--- src/rtl/vga_pkg.sv ---
// rtl/vga_pkg.sv - shared screen geometry, VRAM sizing and swap FSM encoding
package vga_pkg;
  localparam int SCREEN_WIDTH  = 640;
  localparam int SCREEN_HEIGHT = 480;
  localparam int BANK_SIZE     = SCREEN_WIDTH * SCREEN_HEIGHT;
  localparam int PIX_A_WIDTH   = 19;
  localparam int MEM_A_WIDTH   = 20;
  localparam int DATA_WIDTH    = 6;

  typedef enum logic {
    RUN       = 1'b0,
    SWAP_PEND = 1'b1
  } swap_state_t;
endpackage

--- src/rtl/bank_swap_fsm.sv ---
// rtl/bank_swap_fsm.sv - front/back bank swap scheduler, toggles only on frame_stb
module bank_swap_fsm
  import vga_pkg::*;
(
  input  logic CLK,
  input  logic RST,
  input  logic frame_stb,
  input  logic swap_req,
  output logic front_bank,
  output logic swap_done
);

  swap_state_t state;
  swap_state_t state_next;
  logic        toggle;

  always_ff @(posedge CLK) begin
    if (RST) begin
      state      <= RUN;
      front_bank <= 1'b0;
      swap_done  <= 1'b0;
    end else begin
      state      <= state_next;
      front_bank <= front_bank ^ toggle;
      swap_done  <= toggle;
    end
  end

  // A strobe coinciding with the request in RUN is deliberately not used:
  // the swap waits for the next full frame boundary.
  always_comb begin
    state_next = state;
    toggle     = 1'b0;
    case (state)
      RUN: begin
        if (swap_req) state_next = SWAP_PEND;
      end
      SWAP_PEND: begin
        if (frame_stb) begin
          toggle     = 1'b1;
          state_next = RUN;
        end
      end
      default: state_next = RUN;
    endcase
  end

endmodule

--- src/rtl/vram_bank_arbiter.sv ---
// rtl/vram_bank_arbiter.sv - display-first arbiter over a double-buffered single-port VRAM
module vram_bank_arbiter #(
  parameter int PIX_A_WIDTH = vga_pkg::PIX_A_WIDTH,
  parameter int MEM_A_WIDTH = vga_pkg::MEM_A_WIDTH,
  parameter int DATA_WIDTH  = vga_pkg::DATA_WIDTH,
  parameter int BANK_SIZE   = vga_pkg::BANK_SIZE
) (
  input  logic                   CLK,
  input  logic                   RST,
  input  logic                   frame_stb,
  input  logic                   rd_req,
  input  logic [PIX_A_WIDTH-1:0] rd_addr,
  output logic [DATA_WIDTH-1:0]  rd_data,
  output logic                   rd_valid,
  input  logic                   wr_valid,
  input  logic [PIX_A_WIDTH-1:0] wr_addr,
  input  logic [DATA_WIDTH-1:0]  wr_data,
  output logic                   wr_ready,
  output logic                   wr_oob,
  input  logic                   swap_req,
  output logic                   swap_done,
  output logic                   front_bank,
  output logic [MEM_A_WIDTH-1:0] mem_addr,
  output logic                   mem_we,
  output logic [DATA_WIDTH-1:0]  mem_wdata,
  input  logic [DATA_WIDTH-1:0]  mem_rdata
);

  localparam logic [MEM_A_WIDTH-1:0] BANK_BASE = MEM_A_WIDTH'(BANK_SIZE);

  logic [1:0]             rd_pipe;
  logic                   wr_acc;
  logic                   wr_in_range;
  logic [MEM_A_WIDTH-1:0] rd_ext;
  logic [MEM_A_WIDTH-1:0] wr_ext;
  logic [MEM_A_WIDTH-1:0] rd_issue_addr;
  logic [MEM_A_WIDTH-1:0] wr_issue_addr;

  bank_swap_fsm u_swap_fsm (
    .CLK        (CLK),
    .RST        (RST),
    .frame_stb  (frame_stb),
    .swap_req   (swap_req),
    .front_bank (front_bank),
    .swap_done  (swap_done)
  );

  assign wr_ready = ~RST & ~rd_req;
  assign wr_acc   = wr_valid & wr_ready;
  assign rd_valid = rd_pipe[1];
  assign rd_data  = rd_pipe[1] ? mem_rdata : '0;

  // Out-of-range reads are folded onto the bank base so the display never stalls.
  always_comb begin
    rd_ext        = MEM_A_WIDTH'(rd_addr);
    wr_ext        = MEM_A_WIDTH'(wr_addr);
    wr_in_range   = (wr_ext < BANK_BASE);
    rd_issue_addr = ((rd_ext < BANK_BASE) ? rd_ext : '0) + (front_bank ? BANK_BASE : '0);
    wr_issue_addr = wr_ext + (front_bank ? '0 : BANK_BASE);
  end

  always_ff @(posedge CLK) begin
    if (RST) begin
      rd_pipe   <= 2'b00;
      mem_addr  <= '0;
      mem_we    <= 1'b0;
      mem_wdata <= '0;
      wr_oob    <= 1'b0;
    end else begin
      rd_pipe <= {rd_pipe[0], rd_req};
      wr_oob  <= wr_acc & ~wr_in_range;
      if (rd_req) begin
        mem_addr <= rd_issue_addr;
        mem_we   <= 1'b0;
      end else if (wr_acc && wr_in_range) begin
        mem_addr  <= wr_issue_addr;
        mem_we    <= 1'b1;
        mem_wdata <= wr_data;
      end else begin
        mem_we <= 1'b0;
      end
    end
  end

endmodule
--- config.mk ---
export PLATFORM = sky130hd
export DESIGN_NAME = vram_bank_arbiter
export DESIGN_NICKNAME = d
export VERILOG_FILES = /design/src/rtl/vga_pkg.sv /design/src/rtl/bank_swap_fsm.sv /design/src/rtl/vram_bank_arbiter.sv
export SDC_FILE = /design/constraint.sdc
export NUM_CORES = 1
export LEC_CHECK = 0
export CAP_MARGIN = 5
export CORE_AREA = 2 2 68 70
export DETAILED_ROUTE_END_ITERATION = 12
export DIE_AREA = 0 0 70 72
export PLACE_DENSITY = 0.88
export SLEW_MARGIN = 40
export SYNTH_ARGS = -nofsm -noshare
export SYNTH_HDL_FRONTEND = slang
export SYNTH_SLANG_ARGS = --single-unit
--- constraint.sdc ---
create_clock -name CLK -period 8.4 [get_ports CLK]
set_input_delay 1.68 -clock CLK [delete_from_list [all_inputs] [get_ports CLK]]
set_output_delay 1.68 -clock CLK [all_outputs]
set_load 0.02 [all_outputs]
# [Yosys cells after proc, flatten, opt, wreduce, memory -nomap -nowiden]
# Cells that the tools add are included.
[totals] inputBits=56 reg_bits=33 output_inout_bits=38
[classes] bitwise_logic=8 add_sub_neg=2 n_mux=12 n_lt_le_gt_ge=2 reduce_logical=4
[op_table] cell="$mux 19" n=3
[op_table] cell="$add 19x19->20" n=2
[op_table] cell="$mux 20" n=2
[op_table] cell="$lt 19x19->1 const B" n=2
[op_table] cell="$mux 6" n=1
[op_table] cell="$mux 1" n=5
[op_table] cell="$not 1->1" n=4
[op_table] cell="$and 1x1->1" n=3
[op_table] cell="$pmux 1 s2" n=1
[op_table] cell="$reduce_and 2->1" n=1
[op_table] cell="$reduce_bool 2->1" n=1
[op_table] cell="$reduce_or 2->1" n=1
[op_table] cell="$logic_and 1x1->1" n=1
[op_table] cell="$xor 1x1->1" n=1

# [Depth between registers and ports, before layout]
[logic_depth] ltp_word=6 depth_mapped=11

# [Modules after synthesis]
# A second synthesis with hierarchy kept.
[unflattened] cells_unflattened=216 hier_area_um2=1889.3
[by_module_without_submodules] module="vram_bank_arbiter" area_per_inst_um2=1776.7 cells_per_inst=205 n_inst=1
[by_module_without_submodules] module="bank_swap_fsm" area_per_inst_um2=112.6 cells_per_inst=11 n_inst=1

# [Least setup slack after synthesis]
# OpenSTA, ideal clock, no wires.
[synth_path] path_kind="input to register" start="input rd_addr[12]" end="register mem_addr[16]" required_time_ns=8.297 setup_time_ns=0.103 path_stages=11 t_arrival_ns=3.784 slack_ns=4.513 cell_sequence="a21o_1 -> a31oi_1 -> and2_1 -> ha_1 -> inv_1 -> fa_1 -> nand3b_1 -> a311oi_1 -> nor2_1 -> xor2_1 -> a2111oi_2"
[synth_via] elab_chain_len=4
[synth_rtl] item="start: declaration" line="vram_bank_arbiter.sv:12" text="input logic [PIX_A_WIDTH-1:0] rd_addr,"
[synth_rtl] item="$lt 19x19->1" line="vram_bank_arbiter.sv:58" text="rd_issue_addr = ((rd_ext < BANK_BASE) ? rd_ext : '0) + (front_bank ? BANK_BASE : '0);"
[synth_rtl] item="$mux 19 *" line="vram_bank_arbiter.sv:58"
[synth_rtl] item="$add 19x19->20 *" line="vram_bank_arbiter.sv:58"
[synth_rtl] item="$mux 20 *" line="vram_bank_arbiter.sv:72" text="if (rd_req) begin"
[synth_rtl] item="end signal: assignment" line="vram_bank_arbiter.sv:73" text="mem_addr <= rd_issue_addr;"
[synth_rtl] item="end signal: assignment" line="vram_bank_arbiter.sv:76" text="mem_addr <= wr_issue_addr;"
[synth_rtl] item="end: declaration" line="vram_bank_arbiter.sv:23" text="output logic [MEM_A_WIDTH-1:0] mem_addr,"
# Every way passes the cells marked *; elsewhere a longest branch is shown, timed or not.
# A chain may end at the register's enable or synchronous reset.

# [Worst setup path in the final report]
[layout_path] start="input rd_req" end="output wr_ready"
[layout_via] elab_chain_len=2
[layout_rtl] item="start: declaration" line="vram_bank_arbiter.sv:11" text="input logic rd_req,"
[layout_rtl] item="$not 1->1 (no line)"
[layout_rtl] item="$and 1x1->1" line="vram_bank_arbiter.sv:48" text="assign wr_ready = ~RST & ~rd_req;"
[layout_rtl] item="end: declaration" line="vram_bank_arbiter.sv:18" text="output logic wr_ready,"
# Every way passes these cells.

==> results.sh <==
export IMPL_status="finished, final reports clean"
export IMPL_antenna_found_initial=0
export IMPL_min_period_over_period_pct=59.1
export IMPL_clk_pin_slew_ps=60
export IMPL_startpoint="rd_req"
export IMPL_syn_inst=205
export IMPL_drtPass1Iterations=4
export IMPL_drtIter0Drc=77
export IMPL_synth_area_leader_cell="dfxtp_1"
export IMPL_met3_usage_pct=5.97
export IMPL_cpLargestDelayFamily="buffers and inverters"
export IMPL_syn_area_um2=1800
export IMPL_fp_coreArea_um2=4260
export IMPL_slowest_stage="clkdlybuf4s50_1"
export IMPL_grt_pass1_wl_mm=7.88
export IMPL_grt_max_degree=30
export IMPL_grt_overflow=0
export IMPL_hold_start="rd_pipe[0]"
export IMPL_drc=0
export IMPL_cts_hold_buffers=0
export IMPL_endpoint_kind="primary output"
export IMPL_gp_congestion=0.899
export IMPL_clock_sinks=33
export IMPL_fp_row_count=24
export IMPL_p_leak_uw=0.00106
export IMPL_r2r_start="u_swap_fsm.front_bank"
export IMPL_crit_buf_inv=2
export IMPL_total_power_uw=402
export IMPL_cts_resized=0
export IMPL_arrival_ps=3280
export IMPL_vias=1829
export IMPL_crit_chain="clkdlybuf4s50_1 > nor2_8 > clkdlybuf4s50_1"
export IMPL_setup_tns_ps=0
export IMPL_viasPerCell=5.24
export IMPL_yosys_top_cells_count="dfxtp_1, nor2_1, nand2_1"
export IMPL_crit_top_cell="clkdlybuf4s50_1"
export IMPL_rr_worst_depth=7
export IMPL_fin_crit_ps=4960
export IMPL_start_util_pct=42.3
export IMPL_p_per_area_nw_per_um2=143
export IMPL_final_util_pct=66.1
export IMPL_cts_root_buf="clkbuf_8"
export IMPL_cp_slowest_stage_delay_ps=690
export IMPL_setup_violations=0
export IMPL_die_x_um=70
export IMPL_async_flop_share_pct=0
export IMPL_use_met2_pct=34.0
export IMPL_dp_hpwl_mm=3.62
export IMPL_final_max_slew_violation_count=0
export IMPL_skew_ps=6.51
export IMPL_top_usage_layer="met2"
export IMPL_crit_type="in -> out"
export IMPL_area_growth_syn_to_layout_pct=56.2
export IMPL_yosysWarnings=0
export IMPL_cts_made_buffers=5
export IMPL_post_drt_wl_per_cell_um=13.6
export IMPL_fin_cells=349
export IMPL_ys_types=41
export IMPL_rsz0062_at_grt="no"
export IMPL_finalNetCount=362
export IMPL_synth_nets=271
export IMPL_fmax_ghz=0.201
export IMPL_yosys_register_bits=33
export IMPL_grt_pass1_vias=1725
export IMPL_ant_nets=0
export IMPL_clk_latency_ps=280
export IMPL_whs_ps=438
export IMPL_die_h_um=72
export IMPL_wirelength_mm=4.73
export IMPL_reg2reg_to="mem_addr[16]"
export IMPL_use_met1_pct=23.2
export IMPL_ff2ff_setup_slack_ps=6040
export IMPL_synth_edf_count=0
export IMPL_grt_usage_pct=19.3
export IMPL_hold_path_class="reg -> reg"
export IMPL_netlist_area_leader_share_pct=36.6
export IMPL_port_buffers=93
export IMPL_dpl_cell_count=341
export IMPL_cap_violations=0
export IMPL_layout_drive_gt1_share_pct=6.73
export IMPL_postCtsSetupRepairBufs=0
export IMPL_ys_flop_type="dfxtp_1"
export IMPL_diodes=0
export IMPL_cts_tree="yes"
export IMPL_synth_area_leaders="dfxtp_1, a221oi_1, nor2_1, ha_1, nand2_1"
export IMPL_worst_ep_required_time_ps=6720
export IMPL_num_io_pins=94
export IMPL_cts_buffer_depth=2
export IMPL_slew_headroom_pct=62.1
export IMPL_ys_seq_area_share_pct=36.6
export IMPL_hold_violations=0
export IMPL_synth_most_common_cell="dfxtp_1"
export IMPL_worstMarginPinSlew_ps=567
export IMPL_syn_avg_cell_area_um2=8.80
export IMPL_crit_path_max_fanout=10
export IMPL_whs_path_depth=1
export IMPL_ir_drop_uv=113
export IMPL_cts_htree_levels=2
export IMPL_critPathLaunchType="primary input"
export IMPL_hold_end="rd_pipe[1]"
export IMPL_design_die_area_um2=5040
==> layout make-up <==
cell class | instances | area, um^2
fill | 366 | 1450
multi-input combinational | 155 | 1040
timing repair buffer | 94 | 938
sequential | 33 | 661
clock buffer | 6 | 72.6
tap | 52 | 65.1
inverter | 7 | 28.8
clock inverter | 2 | 10.0
==> through the flow <==
step,instance area (um^2),setup slack [ps]
4_1_cts,2820,3420
2_1_floorplan,1800,4510
3_3_place_gp,2730,3430
6_report,2820,3440
5_1_grt,2820,3350
3_5_place_dp,2730,3440
==> worst max path at each step <==
stage	slack [ps]	to	cells after the start
after detailed placement	3440	wr_ready	3
after CTS	3420	wr_ready	3
after floorplan	4510	mem_addr[16]	11
final	3440	wr_ready	3
after global placement	3430	wr_ready	3
after global routing	3350	wr_ready	3
==> cell families (layout without fill, tap and decap cells) <==
logic type	after synthesis	after routing	synth area share (%)
simple gates	84	84	22.4
compound gates	49	49	21.7
flops	33	33	36.6
buf+inv	17	109	5.62
xor+xnor	11	11	5.34
fa+ha+maj	10	10	7.77
mux	1	1	0.555
==> layout by cell type, fill, tap and decap left out, types with 4 or more instances in the layout <==
cell type	n
nor2_1	27
and2_1	9
clkbuf_8	5
nand2_1	24
inv_1	6
a221oi_1	12
ha_1	8
a21oi_1	9
xnor2_1	6
xor2_1	5
clkdlybuf4s50_1	93
a31oi_1	4
nor3_1	13
dfxtp_1	33
==> registers in the layout, summed over array words and instances, names as in the netlist <==
name / cells
rd_pipe: 2
mem_wdata: 6
wr_oob: 1
u_swap_fsm.swap_done: 1
mem_we: 1
u_swap_fsm.front_bank: 1
mem_addr: 20
u_swap_fsm.state: 1
==> report_power, final <==
group,switching (uW),total (uW),internal (uW)
logic,54.7,116,61.7
clock network,56.6,114,57.3
registers,5.20,171,166
total,116,402,285
==> per-layer routing <==
layer	wire [um]	share of wire (%)	vias to the layer above
met4	40	0.85	0
met1	2110	45	844
met3	323	6.8	5
li1	-	-	908
met2	2250	48	72
met5	0	0	-
No activity file was read; power rests on OpenSTA's default activity.
